`config.mk`:
```
export PLATFORM = sky130hd
export DESIGN_NAME = nl2_cln_fifo_drain_flat
export DESIGN_NICKNAME = d
export VERILOG_FILES = /design/src/rtl/nl2_cln_fifo_drain_if.sv /design/src/rtl/nl2_cln_fifo_drain.sv /design/src/flat_wrapper.sv
export SDC_FILE = /design/constraint.sdc
export NUM_CORES = 1
export LEC_CHECK = 0
export CORE_AREA = 4 4 41 43
export CTS_BUF_LIST = sky130_fd_sc_hd__clkbuf_8
export CTS_CLUSTER_DIAMETER = 120
export CTS_CLUSTER_SIZE = 30
export DETAILED_ROUTE_END_ITERATION = 12
export DIE_AREA = 0 0 45 47
export GPL_TIMING_DRIVEN = 0
export PLACE_DENSITY = 0.66
export SKIP_LAST_GASP = 1
export SLEW_MARGIN = 0
export SYNTH_ARGS = -nofsm -noshare
export SYNTH_HDL_FRONTEND = slang
export SYNTH_SLANG_ARGS = --single-unit
export TNS_END_PERCENT = 1
```
`constraint.sdc`:
```
create_clock -name clk -period 2.9 [get_ports clk]
set_clock_uncertainty 0.1 [all_clocks]
set_input_delay 0.725 -clock clk [delete_from_list [all_inputs] [get_ports clk]]
set_output_delay 0.725 -clock clk [all_outputs]
set_load 0.02 [all_outputs]
```
`src/rtl/nl2_cln_fifo_drain_if.sv`:
```
// nl2_cln_fifo_drain_if: FIFO head/pop and output valid/ready bundle for the drain block
interface nl2_cln_fifo_drain_if #(parameter int WIDTH = 1);
    logic             fifo_head_valid;
    logic [WIDTH-1:0] fifo_head_data;
    logic             pop;
    logic             out_valid;
    logic [WIDTH-1:0] out_data;
    logic             out_ready;
    modport master (input fifo_head_valid, fifo_head_data, out_ready, output pop, out_valid, out_data);
    modport slave (output fifo_head_valid, fifo_head_data, out_ready, input pop, out_valid, out_data);
endinterface

```
`src/rtl/nl2_cln_fifo_drain.sv`:
```
// nl2_cln_fifo_drain: pops a head-valid FIFO into a 2-entry skid buffer with a flush sequence; NL2_CLN_FIFO_DRAIN_CNT_EN adds drop_cnt
module nl2_cln_fifo_drain #(parameter int WIDTH = 1) (
    input  logic clk,
    input  logic rst_a,
    nl2_cln_fifo_drain_if.master bus,
    input  logic flush_req,
    output logic flush_busy,
    output logic flush_done
`ifdef NL2_CLN_FIFO_DRAIN_CNT_EN
    ,
    output logic [15:0] drop_cnt
`endif
);
    localparam logic [1:0] RUN = 2'd0, FLUSH = 2'd1, DONE = 2'd2;
    logic [1:0] state_q, state_d, cnt_q, cnt_d, idx;
    logic [WIDTH-1:0] e0_q, e0_d, e1_q, e1_d;
    logic legal, run, xfer;
    assign legal = state_q != 2'd3 && cnt_q != 2'd3;
    assign run = legal && state_q == RUN;
    assign flush_busy = state_q == FLUSH;
    assign flush_done = state_q == DONE;
    assign bus.out_valid = run && cnt_q != 2'd0;
    assign bus.out_data = e0_q;
    // pop looks only at registered state and head_valid, never at out_ready
    assign bus.pop = !rst_a && bus.fifo_head_valid && (run ? cnt_q < 2'd2 : flush_busy);
    assign xfer = bus.out_valid && bus.out_ready;
    // next state: popped data lands behind whatever survives this cycle's transfer
    always_comb begin
        idx = cnt_q - {1'b0, xfer};
        state_d = !legal ? RUN : run ? (flush_req ? FLUSH : RUN) : flush_busy ? (bus.fifo_head_valid ? FLUSH : DONE) : RUN;
        cnt_d = (run && !flush_req) ? cnt_q + {1'b0, bus.pop} - {1'b0, xfer} : 2'd0;
        e0_d = (run && bus.pop && idx == 2'd0) ? bus.fifo_head_data : xfer ? e1_q : e0_q;
        e1_d = (run && bus.pop && idx == 2'd1) ? bus.fifo_head_data : e1_q;
    end
    // state and buffer registers
    always_ff @(posedge clk or posedge rst_a) begin
        if (rst_a) begin
            state_q <= RUN;
            cnt_q <= 2'd0;
            e0_q <= '0;
            e1_q <= '0;
        end else begin
            state_q <= state_d;
            cnt_q <= cnt_d;
            e0_q <= e0_d;
            e1_q <= e1_d;
        end
    end
`ifdef NL2_CLN_FIFO_DRAIN_CNT_EN
    logic [15:0] drop_q;
    logic [16:0] drop_sum;
    // a new flush restarts the tally with the entries it throws out of the buffer (including this cycle's pop)
    always_comb begin
        drop_sum = (run && flush_req) ? {15'd0, idx} + {16'd0, bus.pop}
                                      : {1'b0, drop_q} + {16'd0, flush_busy && bus.pop};
    end
    // saturating discard counter
    always_ff @(posedge clk or posedge rst_a) begin
        if (rst_a) drop_q <= 16'd0;
        else drop_q <= drop_sum[16] ? 16'hFFFF : drop_sum[15:0];
    end
    assign drop_cnt = drop_q;
`endif
endmodule

```
`src/flat_wrapper.sv`:
```
// flat-port wrapper written by rule: the top's interface ports become plain ports
module nl2_cln_fifo_drain_flat 
#(parameter int WIDTH = 1)
  (clk, rst_a, flush_req, flush_busy, flush_done, bus_fifo_head_valid, bus_fifo_head_data, bus_out_ready, bus_pop, bus_out_valid, bus_out_data);
  nl2_cln_fifo_drain_if #(.WIDTH(WIDTH)) bus_i ();
  input  logic clk;
  input  logic rst_a;
  input  logic flush_req;
  output logic flush_busy;
  output logic flush_done;
  input wire logic [$bits(bus_i.fifo_head_valid)-1:0] bus_fifo_head_valid;
  input wire logic [$bits(bus_i.fifo_head_data)-1:0] bus_fifo_head_data;
  input wire logic [$bits(bus_i.out_ready)-1:0] bus_out_ready;
  output wire logic [$bits(bus_i.pop)-1:0] bus_pop;
  output wire logic [$bits(bus_i.out_valid)-1:0] bus_out_valid;
  output wire logic [$bits(bus_i.out_data)-1:0] bus_out_data;
  assign bus_i.fifo_head_valid = bus_fifo_head_valid;
  assign bus_i.fifo_head_data = bus_fifo_head_data;
  assign bus_i.out_ready = bus_out_ready;
  assign bus_pop = bus_i.pop;
  assign bus_out_valid = bus_i.out_valid;
  assign bus_out_data = bus_i.out_data;
  nl2_cln_fifo_drain #(.WIDTH(WIDTH)) u_core (.clk(clk), .rst_a(rst_a), .bus(bus_i), .flush_req(flush_req), .flush_busy(flush_busy), .flush_done(flush_done));
endmodule
```
==> results.json <==
{
  "status": "finished, final reports clean",
  "drt_wl_total_microns": 774,
  "antenna_found_initial": 0,
  "dp_cells": 69,
  "yosys.area.top_type": "dfrtp_1",
  "tritoncts": "yes",
  "dr.pass1.iters": 2,
  "setup_viol": 0,
  "netlist_area_sq_um": 424,
  "worstReg2RegStart": "u_core.cnt_q[1]$_DFF_PP0_",
  "grt_overflow": 0,
  "fin_nets": 68,
  "drt_iter0_drc": 5,
  "hold_viol": 0,
  "final_util": 0.446,
  "root_buffer": "clkbuf_8",
  "ff2ff_setup_slack_ps": 700,
  "place.detailed.hpwl_microns": 643,
  "start_util": 0.326,
  "ff2ff_path_depth": 6,
  "num_io_pins": 11,
  "synth_area_per_cell_sq_um": 9.64,
  "synth_cell_type_count": 27,
  "yosysWarningCount": 0,
  "ys_async_sr_fraction": 1.00,
  "die_w_microns": 45,
  "fin_crit_sh": 0.972,
  "clk_pin_slew_ps": 40,
  "syn_inst": 44,
  "post-synth-top-count-cell": "dfrtp_1",
  "cts.sinks": 6,
  "antennaDiodeCount": 0,
  "postRouteAntennaNets": 0,
  "worstSetupPathType": "input pin to output pin",
  "cp_data_required_time_ps": 2080,
  "min_from": "u_core.e1_q$_DFFE_PP0P_",
  "slew_headroom": 0.704,
  "fillers": 139,
  "final_cells": 72,
  "arrival_ps": 1990,
  "slew_violations": 0,
  "area_growth_pct": 36.9,
  "grt_pass1_vias": 319,
  "rsz0062_at_grt": "no",
  "worstSetupStartpointType": "input pin",
  "drive_gt1_frac": 0.193,
  "max_freq_ghz": 0.355,
  "powerDensity_nw_per_um2": 579,
  "fp.dieH_microns": 47,
  "tightest_slew_ps": 440,
  "hold_class": "flip-flop to flip-flop",
  "dieArea_sq_um": 2120,
  "synth_edf_count": 0,
  "synth_top_area_frac": 0.354,
  "rows": 13,
  "grt_use_total": 0.0925,
  "final.setup.tns_ps": 0,
  "yosys-top-cells-area": "dfrtp_1 35%, ha_1 8.8%, inv_1 4.4%",
  "ys_seq_elements": 6,
  "drv_cap": 0,
  "place_area_sq_um": 543,
  "insertion_delay_ps": 220,
  "worstSetupEndpointType": "output pin",
  "via_per_inst": 4.78,
  "holdPathEnd": "u_core.e1_q$_DFFE_PP0P_",
  "place_congestion": 0.739,
  "grt_first_pass_wirelength_microns": 1350,
  "cts_buffers": 3,
  "route.detailed.drc": 0,
  "post_drt_wl_per_cell_microns": 10.8,
  "vdd_drop_max_mv": 0.280,
  "core_region_area_sq_um": 1300,
  "portBuffers": 10,
  "grt_max_degree": 10,
  "cts_max_path_buffers": 2,
  "syn-num-nets": 53,
  "synth-main-ff-cell": "dfrtp_1",
  "fin_area_sq_um": 581,
  "regToRegEndpoint": "u_core.bus.out_data$_DFFE_PP0P_",
  "vias": 344,
  "synth_seq_area_share": 0.354,
  "hold_depth": 1,
  "min_period_ps": 2820,
  "synthTopCellsByCount": "6 x dfrtp_1, 5 x inv_1, 3 x ha_1, 3 x nand2_1, 3 x nor3_1",
  "cellLeakagePower_nw": 0.275,
  "crit_fanout": 3,
  "h-tree-depth": 1
}
## kinds of logic after synthesis
family	count (synthesis)	synth area share
compound gates	3	0.0472
xor+xnor	2	0.0413
fa+ha+maj	3	0.0885
buf+inv	7	0.0885
flops	6	0.354
mux	2	0.0501
simple gates	21	0.330
## placed cells by master, fill, tap and decap left out, drive strengths merged, types with 2 or more instances in the layout
cell,synthesis,layout
clkdlybuf4s50,0,8
dfrtp,6,6
inv,5,5
nor3,3,3
nand2,3,3
ha,3,3
clkbuf,0,3
buf,2,3
nor2,2,2
and2b,2,2
## area by class of cell
cell class | instances | area (sq um) | area share
Multi-Input combinational cell | 31 | 236 | 0.407
Sequential cell | 6 | 150 | 0.259
Timing Repair Buffer | 10 | 96.3 | 0.166
Clock buffer | 3 | 41.3 | 0.0711
Buffer | 2 | 18.8 | 0.0323
Inverter | 5 | 18.8 | 0.0323
Tap cell | 15 | 18.8 | 0.0323
## worst max-delay path: stages
cell and delay (ps):
clkdlybuf4s50_1 420, nand2b_1 180, or3_2 470, inv_1 70, buf_4 130
## power by group
group | switching [mW] | internal (mW)
Combinational | 0.0500 | 0.0571
Clock | 0.0322 | 0.0888
Sequential | 0.00833 | 0.0999
Total | 0.0905 | 0.246
## sequential cells by signal, summed over array words and instances (netlist names)
signal               count
u_core.bus.out_data      1
u_core.cnt_q             2
u_core.e1_q              1
u_core.state_q           2
## per-layer routing
metal	GRT usage	vias to the layer above	part of all wire
li1	-	179	-
met1	0.107	157	0.46
met2	0.147	8	0.48
met3	0.0575	0	0.054
met4	0.0175	0	0
met5	0	-	0
## stage by stage
step	hold WS (ps)	total power [mW]	setup WS, ps
final	408	0.336	81.0
after global routing	427	0.362	2.68
after CTS	412	0.342	54.5
after detailed placement	404	0.219	-424
after global placement	402	0.219	-422
after floorplan	380	0.178	448
## what timing repair did
action / 4_1_cts / 5_1_grt
hold buffers: 0 / 0
cloned: 0 / 0
resized for setup: 5 / 1
endpoints found under the setup margin: 1 / 1
buffers inserted: 0 / 0
## how the worst max path moves through the flow
stage	start	to	slack [ps]	cells past startpoint
after CTS	rst_a	bus_pop	50	5
after detailed placement	bus_fifo_head_valid	bus_pop	-420	5
after global routing	rst_a	bus_pop	3	5
after global placement	bus_fifo_head_valid	bus_pop	-420	5
final	rst_a	bus_pop	80	5
after floorplan	rst_a	u_core.cnt_q[1]$_DFF_PP0_	450	8
Note: power is estimated with default switching activity, not from simulation.
